**config.mk**
```make
export PLATFORM = sky130hd
export DESIGN_NAME = exec_stage
export DESIGN_NICKNAME = d
export VERILOG_FILES = /design/src/rtl/exec_pkg.sv /design/src/rtl/mul_iter.sv /design/src/rtl/exec_stage.sv
export SDC_FILE = /design/constraint.sdc
export NUM_CORES = 1
export LEC_CHECK = 0
export CAP_MARGIN = 20
export CORE_MARGIN = 5
export CORE_UTILIZATION = 48
export CTS_CLUSTER_SIZE = 20
export DETAILED_ROUTE_END_ITERATION = 8
export PLACE_DENSITY_LB_ADDON = 0.2
export SETUP_SLACK_MARGIN = 0.05
export SLEW_MARGIN = 0
export SYNTH_ARGS = -nofsm -noshare
export SYNTH_HDL_FRONTEND = slang
export SYNTH_SLANG_ARGS = --single-unit
```
**constraint.sdc**
```tcl
create_clock -name clk -period 9.3 [get_ports clk]
set_clock_uncertainty 0.05 [all_clocks]
set_input_delay 1.86 -clock clk [delete_from_list [all_inputs] [get_ports clk]]
set_output_delay 1.86 -clock clk [all_outputs]
set_load 0.05 [all_outputs]
```
**src/rtl/exec_pkg.sv**
```systemverilog
// Shared definitions for the execute stage: opcodes, FSM states, flag layout
// and default widths.
package exec_pkg;

  localparam int unsigned DATA_W_DEF = 16;
  localparam int unsigned REG_AW_DEF = 3;

  // Bit positions inside flags = {C, N, Z}
  localparam int unsigned FLAG_Z = 0;
  localparam int unsigned FLAG_N = 1;
  localparam int unsigned FLAG_C = 2;

  typedef enum logic [3:0] {
    OP_ADD = 4'd0,
    OP_SUB = 4'd1,
    OP_AND = 4'd2,
    OP_OR  = 4'd3,
    OP_XOR = 4'd4,
    OP_SHL = 4'd5,
    OP_SHR = 4'd6,
    OP_MOV = 4'd7,
    OP_MUL = 4'd8
  } opcode_e;

  typedef enum logic {
    ST_IDLE = 1'b0,
    ST_MUL  = 1'b1
  } state_e;

endpackage

```
**src/rtl/mul_iter.sv**
```systemverilog
// Iterative shift-add multiplier: one partial product per cycle, low W bits kept.
// done/product are valid in the cycle of the final iteration.
module mul_iter #(
  parameter int unsigned W      = 16,
  parameter int unsigned CYCLES = 16
) (
  input  logic         clk,
  input  logic         reset,
  input  logic         start,
  input  logic [W-1:0] a,
  input  logic [W-1:0] b,
  output logic         done,
  output logic [W-1:0] product
);

  localparam int unsigned CW = (CYCLES > 1) ? $clog2(CYCLES) : 1;
  localparam logic [CW-1:0] LAST = CW'(CYCLES - 1);

  logic [W-1:0]  a_q;
  logic [W-1:0]  b_q;
  logic [W-1:0]  acc;
  logic [W-1:0]  acc_next;
  logic [CW-1:0] cnt;
  logic          busy;

  assign acc_next = acc + (b_q[0] ? a_q : '0);
  assign done     = busy && (cnt == LAST);
  assign product  = acc_next;

  always_ff @(posedge clk or negedge reset) begin
    if (!reset) begin
      a_q  <= '0;
      b_q  <= '0;
      acc  <= '0;
      cnt  <= '0;
      busy <= 1'b0;
    end else if (start) begin
      a_q  <= a;
      b_q  <= b;
      acc  <= '0;
      cnt  <= '0;
      busy <= 1'b1;
    end else if (busy) begin
      acc <= acc_next;
      a_q <= a_q << 1;
      b_q <= b_q >> 1;
      cnt <= cnt + 1'b1;
      if (done)
        busy <= 1'b0;
    end
  end

endmodule

```
**src/rtl/exec_stage.sv**
```systemverilog
// Execute stage: single-cycle ALU ops write back one cycle after accept;
// MUL runs through mul_iter and stalls issue until its write-back.
module exec_stage
  import exec_pkg::*;
#(
  parameter int unsigned DATA_W     = DATA_W_DEF,
  parameter int unsigned REG_AW     = REG_AW_DEF,
  parameter int unsigned MUL_CYCLES = 16
) (
  input  logic              clk,
  input  logic              reset,
  input  logic              issue_valid,
  output logic              issue_ready,
  input  logic [3:0]        opcode,
  input  logic [REG_AW-1:0] dest,
  input  logic [DATA_W-1:0] op_a,
  input  logic [DATA_W-1:0] op_b,
  output logic              wr_en,
  output logic [REG_AW-1:0] wr_addr,
  output logic [DATA_W-1:0] wr_data,
  output logic [2:0]        flags,
  output logic              illegal_op
);

  state_e              state;
  opcode_e             op;
  logic [REG_AW-1:0]   mul_dest;
  logic [DATA_W-1:0]   alu_res;
  logic                alu_c;
  logic                single_op;
  logic [DATA_W:0]     wide;
  logic [3:0]          sh;
  logic                accept;
  logic                mul_start;
  logic                mul_done;
  logic [DATA_W-1:0]   mul_product;

  function automatic logic [2:0] mk_flags(input logic c, input logic [DATA_W-1:0] r);
    logic [2:0] f;
    f         = '0;
    f[FLAG_C] = c;
    f[FLAG_N] = r[DATA_W-1];
    f[FLAG_Z] = (r == '0);
    return f;
  endfunction

  assign op          = opcode_e'(opcode);
  assign issue_ready = (state == ST_IDLE);
  assign accept      = issue_valid && issue_ready;
  assign mul_start   = accept && (op == OP_MUL);

  // One extra bit on the wide path carries carry/borrow/shifted-out bit
  always_comb begin
    alu_res   = '0;
    alu_c     = 1'b0;
    single_op = 1'b1;
    wide      = '0;
    sh        = op_b[3:0];
    case (op)
      OP_ADD: begin
        wide    = {1'b0, op_a} + {1'b0, op_b};
        alu_res = wide[DATA_W-1:0];
        alu_c   = wide[DATA_W];
      end
      OP_SUB: begin
        wide    = {1'b0, op_a} - {1'b0, op_b};
        alu_res = wide[DATA_W-1:0];
        alu_c   = wide[DATA_W];
      end
      OP_AND: alu_res = op_a & op_b;
      OP_OR:  alu_res = op_a | op_b;
      OP_XOR: alu_res = op_a ^ op_b;
      OP_SHL: begin
        wide    = {1'b0, op_a} << sh;
        alu_res = wide[DATA_W-1:0];
        alu_c   = wide[DATA_W];
      end
      OP_SHR: begin
        wide    = {op_a, 1'b0} >> sh;
        alu_res = wide[DATA_W:1];
        alu_c   = wide[0];
      end
      OP_MOV:  alu_res = op_b;
      default: single_op = 1'b0;
    endcase
  end

  mul_iter #(
    .W      (DATA_W),
    .CYCLES (MUL_CYCLES)
  ) u_mul_iter (
    .clk     (clk),
    .reset   (reset),
    .start   (mul_start),
    .a       (op_a),
    .b       (op_b),
    .done    (mul_done),
    .product (mul_product)
  );

  always_ff @(posedge clk or negedge reset) begin
    if (!reset) begin
      state      <= ST_IDLE;
      mul_dest   <= '0;
      wr_en      <= 1'b0;
      wr_addr    <= '0;
      wr_data    <= '0;
      flags      <= '0;
      illegal_op <= 1'b0;
    end else begin
      wr_en      <= 1'b0;
      illegal_op <= 1'b0;
      case (state)
        ST_IDLE: begin
          if (accept) begin
            if (single_op) begin
              wr_en   <= 1'b1;
              wr_addr <= dest;
              wr_data <= alu_res;
              flags   <= mk_flags(alu_c, alu_res);
            end else if (op == OP_MUL) begin
              state    <= ST_MUL;
              mul_dest <= dest;
            end else begin
              illegal_op <= 1'b1;
            end
          end
        end
        ST_MUL: begin
          if (mul_done) begin
            state   <= ST_IDLE;
            wr_en   <= 1'b1;
            wr_addr <= mul_dest;
            wr_data <= mul_product;
            flags   <= mk_flags(1'b0, mul_product);
          end
        end
        default: state <= ST_IDLE;
      endcase
    end
  end

endmodule
```
==> results.sh <==
export IMPL_placedInstanceArea_um2=9350
export IMPL_cts_setup_buffers=0
export IMPL_cts_buffers=9
export IMPL_cp_depth=12
export IMPL_die_w_um=144
export IMPL_synthAdderAreaFrac_pct=10.6
export IMPL_synthTopCellsByArea="dfrtp_1 23%, ha_1 9.9%, mux2i_1 7.6%"
export IMPL_synth_async_reset_ratio_pct=100
export IMPL_antenna_left=0
export IMPL_clkPwrFrac_pct=18.4
export IMPL_synth_area_um2=8570
export IMPL_worstMarginPinSlew_ps=991
export IMPL_setup_viol_count_final=0
export IMPL_max_freq_mhz=170
export IMPL_critPathTopFamily="compound AO/OA/AOI/OAI gates"
export IMPL_place_hpwl_mm=23.6
export IMPL_drv_slew=0
export IMPL_portBuffers=66
export IMPL_clk_latency_ps=350
export IMPL_gp_congestion=1.03
export IMPL_maxCapViolCount=0
export IMPL_p_comb_share_pct=52.7
export IMPL_seq_power_share_pct=28.9
export IMPL_synth_simple_area_share_pct=19.0
export IMPL_synth_most_common_cell="nand2_1"
export IMPL_coreArea_um2=17400
export IMPL_post_route_min_period_ps=5890
export IMPL_syn_num_nets=1143
export IMPL_crit_buf_inv=3
export IMPL_worstSetupEndpointType="register"
export IMPL_synth_compound_area_share_pct=25.2
export IMPL_ctsRootBufferMaster="clkbuf_16"
export IMPL_cts_sinks=80
export IMPL_p_switching_uw=963
export IMPL_fin_crit_sh_pct=63.3
export IMPL_cts_resized_gates=0
export IMPL_clkTransAtPathRegs_ps=60
export IMPL_synth_top_area_share_pct=23.4
export IMPL_vias=8592
export IMPL_avgSynthCellArea_um2=8.32
export IMPL_ys_flop_type="dfrtp_1"
export IMPL_synthTopCellsByCount="97 x nand2_1, 86 x nor2_1, 80 x dfrtp_1"
export IMPL_cp_data_required_time_ps=9480
export IMPL_clock_path_buffers=2
export IMPL_grt_pass1_wl_mm=48.8
export IMPL_tns_ps=0
export IMPL_rows=48
export IMPL_initial_core_util_pct=49.2
export IMPL_ir_worst_vdd_uv=290
export IMPL_hold_path_depth=2
export IMPL_yosysWarnings=0
export IMPL_nets=1166
export IMPL_powerDensity_nw_per_um2=215
export IMPL_crit_type="input port to register"
export IMPL_first_pass_iters=5
export IMPL_die_y_um=144
export IMPL_drtIter0Drc=905
export IMPL_synth_top_cell_by_area="dfrtp_1"
export IMPL_synth_edf_count=0
export IMPL_antenna_cells=0
export IMPL_finalWirelength_mm=31.5
export IMPL_finalInstanceArea_um2=9670
export IMPL_synthXorXnorAreaFrac_pct=2.15
export IMPL_netlist_instances=1030
export IMPL_antenna_found_initial=0
export IMPL_die_area_um2=20600
export IMPL_wl_per_cell_um=24.6
export IMPL_area_growth_pct=12.8
export IMPL_overflow=0
export IMPL_rsz0062_at_grt="no"
export IMPL_run_status="finished, final reports clean"
export IMPL_vias_per_cell=6.70
export IMPL_hold_viol_final=0
export IMPL_htree_levels=3
export IMPL_internal_power_mw=1.12
export IMPL_yosys_mux_area_fraction_pct=13.8
export IMPL_worst_path_max_delay_cell="clkinv_1"
export IMPL_path_max_fanout=31
export IMPL_ys_seq_area_share_pct=23.4
export IMPL_leakagePower_nw=4.26
export IMPL_switching_share_pct=46.3
export IMPL_grt_usage_pct=30.7
export IMPL_ys_seq_elements=80
export IMPL_hold_path_class="register to register"
export IMPL_layout_drive_gt1_share_pct=7.28
export IMPL_crit_arrival_ps=6070
export IMPL_drc=0
export IMPL_synth_cell_type_count=84
export IMPL_io_pins=67
export IMPL_reg2reg_depth=11
export IMPL_grt_max_degree=83
export IMPL_cts_tree="yes"
export IMPL_worstSetupStartpointType="input port"
export IMPL_slew_headroom_pct=33.1
export IMPL_cts_hold_buf=0
export IMPL_first_global_vias=8073
export IMPL_crit_chain="clkdlybuf4s50_1, buf_4, clkinv_1, ha_1, nor2_1, o311ai_0, a211oi_1, o41ai_1, o221a_2, o21ai_0, a22oi_1, nand2_1"
export IMPL_slowest_delay_ps=730
export IMPL_synth_top_family_by_area="compound AO/OA/AOI/OAI gates"
==> placed cells by master (no fill, tap or decap), drive strengths merged, types with 11 or more instances in the layout <==
cell type,count
nand2,97
nor2,86
dfrtp,80
o21ai,72
ha,68
mux2i,65
clkdlybuf4s50,64
inv,53
a21oi,48
and2,26
buf,21
a21o,20
a211oi,19
mux4,19
nand3,18
nor3,15
o22ai,14
nand2b,14
a22oi,13
xnor2,13
o221ai,12
nor2b,11
and3,11
==> worst register-to-register path: cells and delay by family (launching register included) <==
kind	cells	cell delay, ps
adder cells (fa/ha/maj)	1	290
AO/OA/AOI/OAI	5	1440
flip-flops	1	720
AND/OR/NAND/NOR	5	1300
==> cell type report <==
class | count | area [um2]
fillers | 1639 | 7750
multi-input cells | 824 | 6070
flip-flops and latches | 80 | 2000
repair buffers | 85 | 796
well taps | 225 | 282
clock buffers | 10 | 239
inverters | 53 | 199
clock inverters | 6 | 76.3
==> cells by family after synthesis <==
| kind of cell | count (synthesis) |
|---|---|
| simple gates | 329 |
| compound gates | 311 |
| buf+inv | 126 |
| mux | 92 |
| flops | 80 |
| fa+ha+maj | 71 |
| xor+xnor | 21 |
==> through the flow <==
step	setup slack [ps]	hold slack, ps	total power [mW]	utilization (%)	std cells
final	3410	428	2.08	55.5	1283
after global routing	3160	449	2.20	55.5	1283
after CTS	3540	433	2.07	55.5	1283
after detailed placement	3180	417	1.69	53.7	1267
after global placement	3230	408	1.68	53.6	1266
after floorplan	4570	396	1.33	-	1030
==> registers in the layout, indices dropped and copies added, names as in the netlist <==
| signal | flops |
|---|---|
| illegal_op | 1 |
| wr_addr | 3 |
| state | 1 |
| u_mul_iter.b_q | 16 |
| u_mul_iter.busy | 1 |
| u_mul_iter.acc | 16 |
| u_mul_iter.a_q | 16 |
| mul_dest | 3 |
| wr_data | 15 |
| wr_en | 1 |
| u_mul_iter.cnt | 4 |
| flags | 3 |
==> path summary, 6_finish.rpt <==
| kind | startpoint | end | slack (ps) |
|---|---|---|---|
| setup / recovery | op_b[1] | wr_data[13] | 3410 |
| hold / removal | mul_dest[2] | mul_dest[2] | 430 |
| setup reg to reg | u_mul_iter.b_q[0] | flags[0] | 5380 |
| hold reg to reg | mul_dest[2] | mul_dest[2] | 430 |
| max in group asynchronous | reset | u_mul_iter.a_q[2] | 6760 |
| min in group asynchronous | reset | u_mul_iter.cnt[0] | 1280 |
==> routing by layer <==
metal,GRT usage (%),part of all wire (%)
met1,42.8,44
met2,48.1,44
met3,5.56,8.0
met4,10.8,3.9
met5,0,0
==> power groups by stage <==
stage | Sequential [mW] | Clock [mW] | Combinational (mW)
floorplan | 0.704 | 0 | 0.622
global placement | 0.601 | 0 | 1.07
detailed placement | 0.604 | 0 | 1.08
CTS | 0.599 | 0.386 | 1.09
global route | 0.614 | 0.400 | 1.18
finish | 0.601 | 0.382 | 1.10
(Power assumes the default switching activity.)
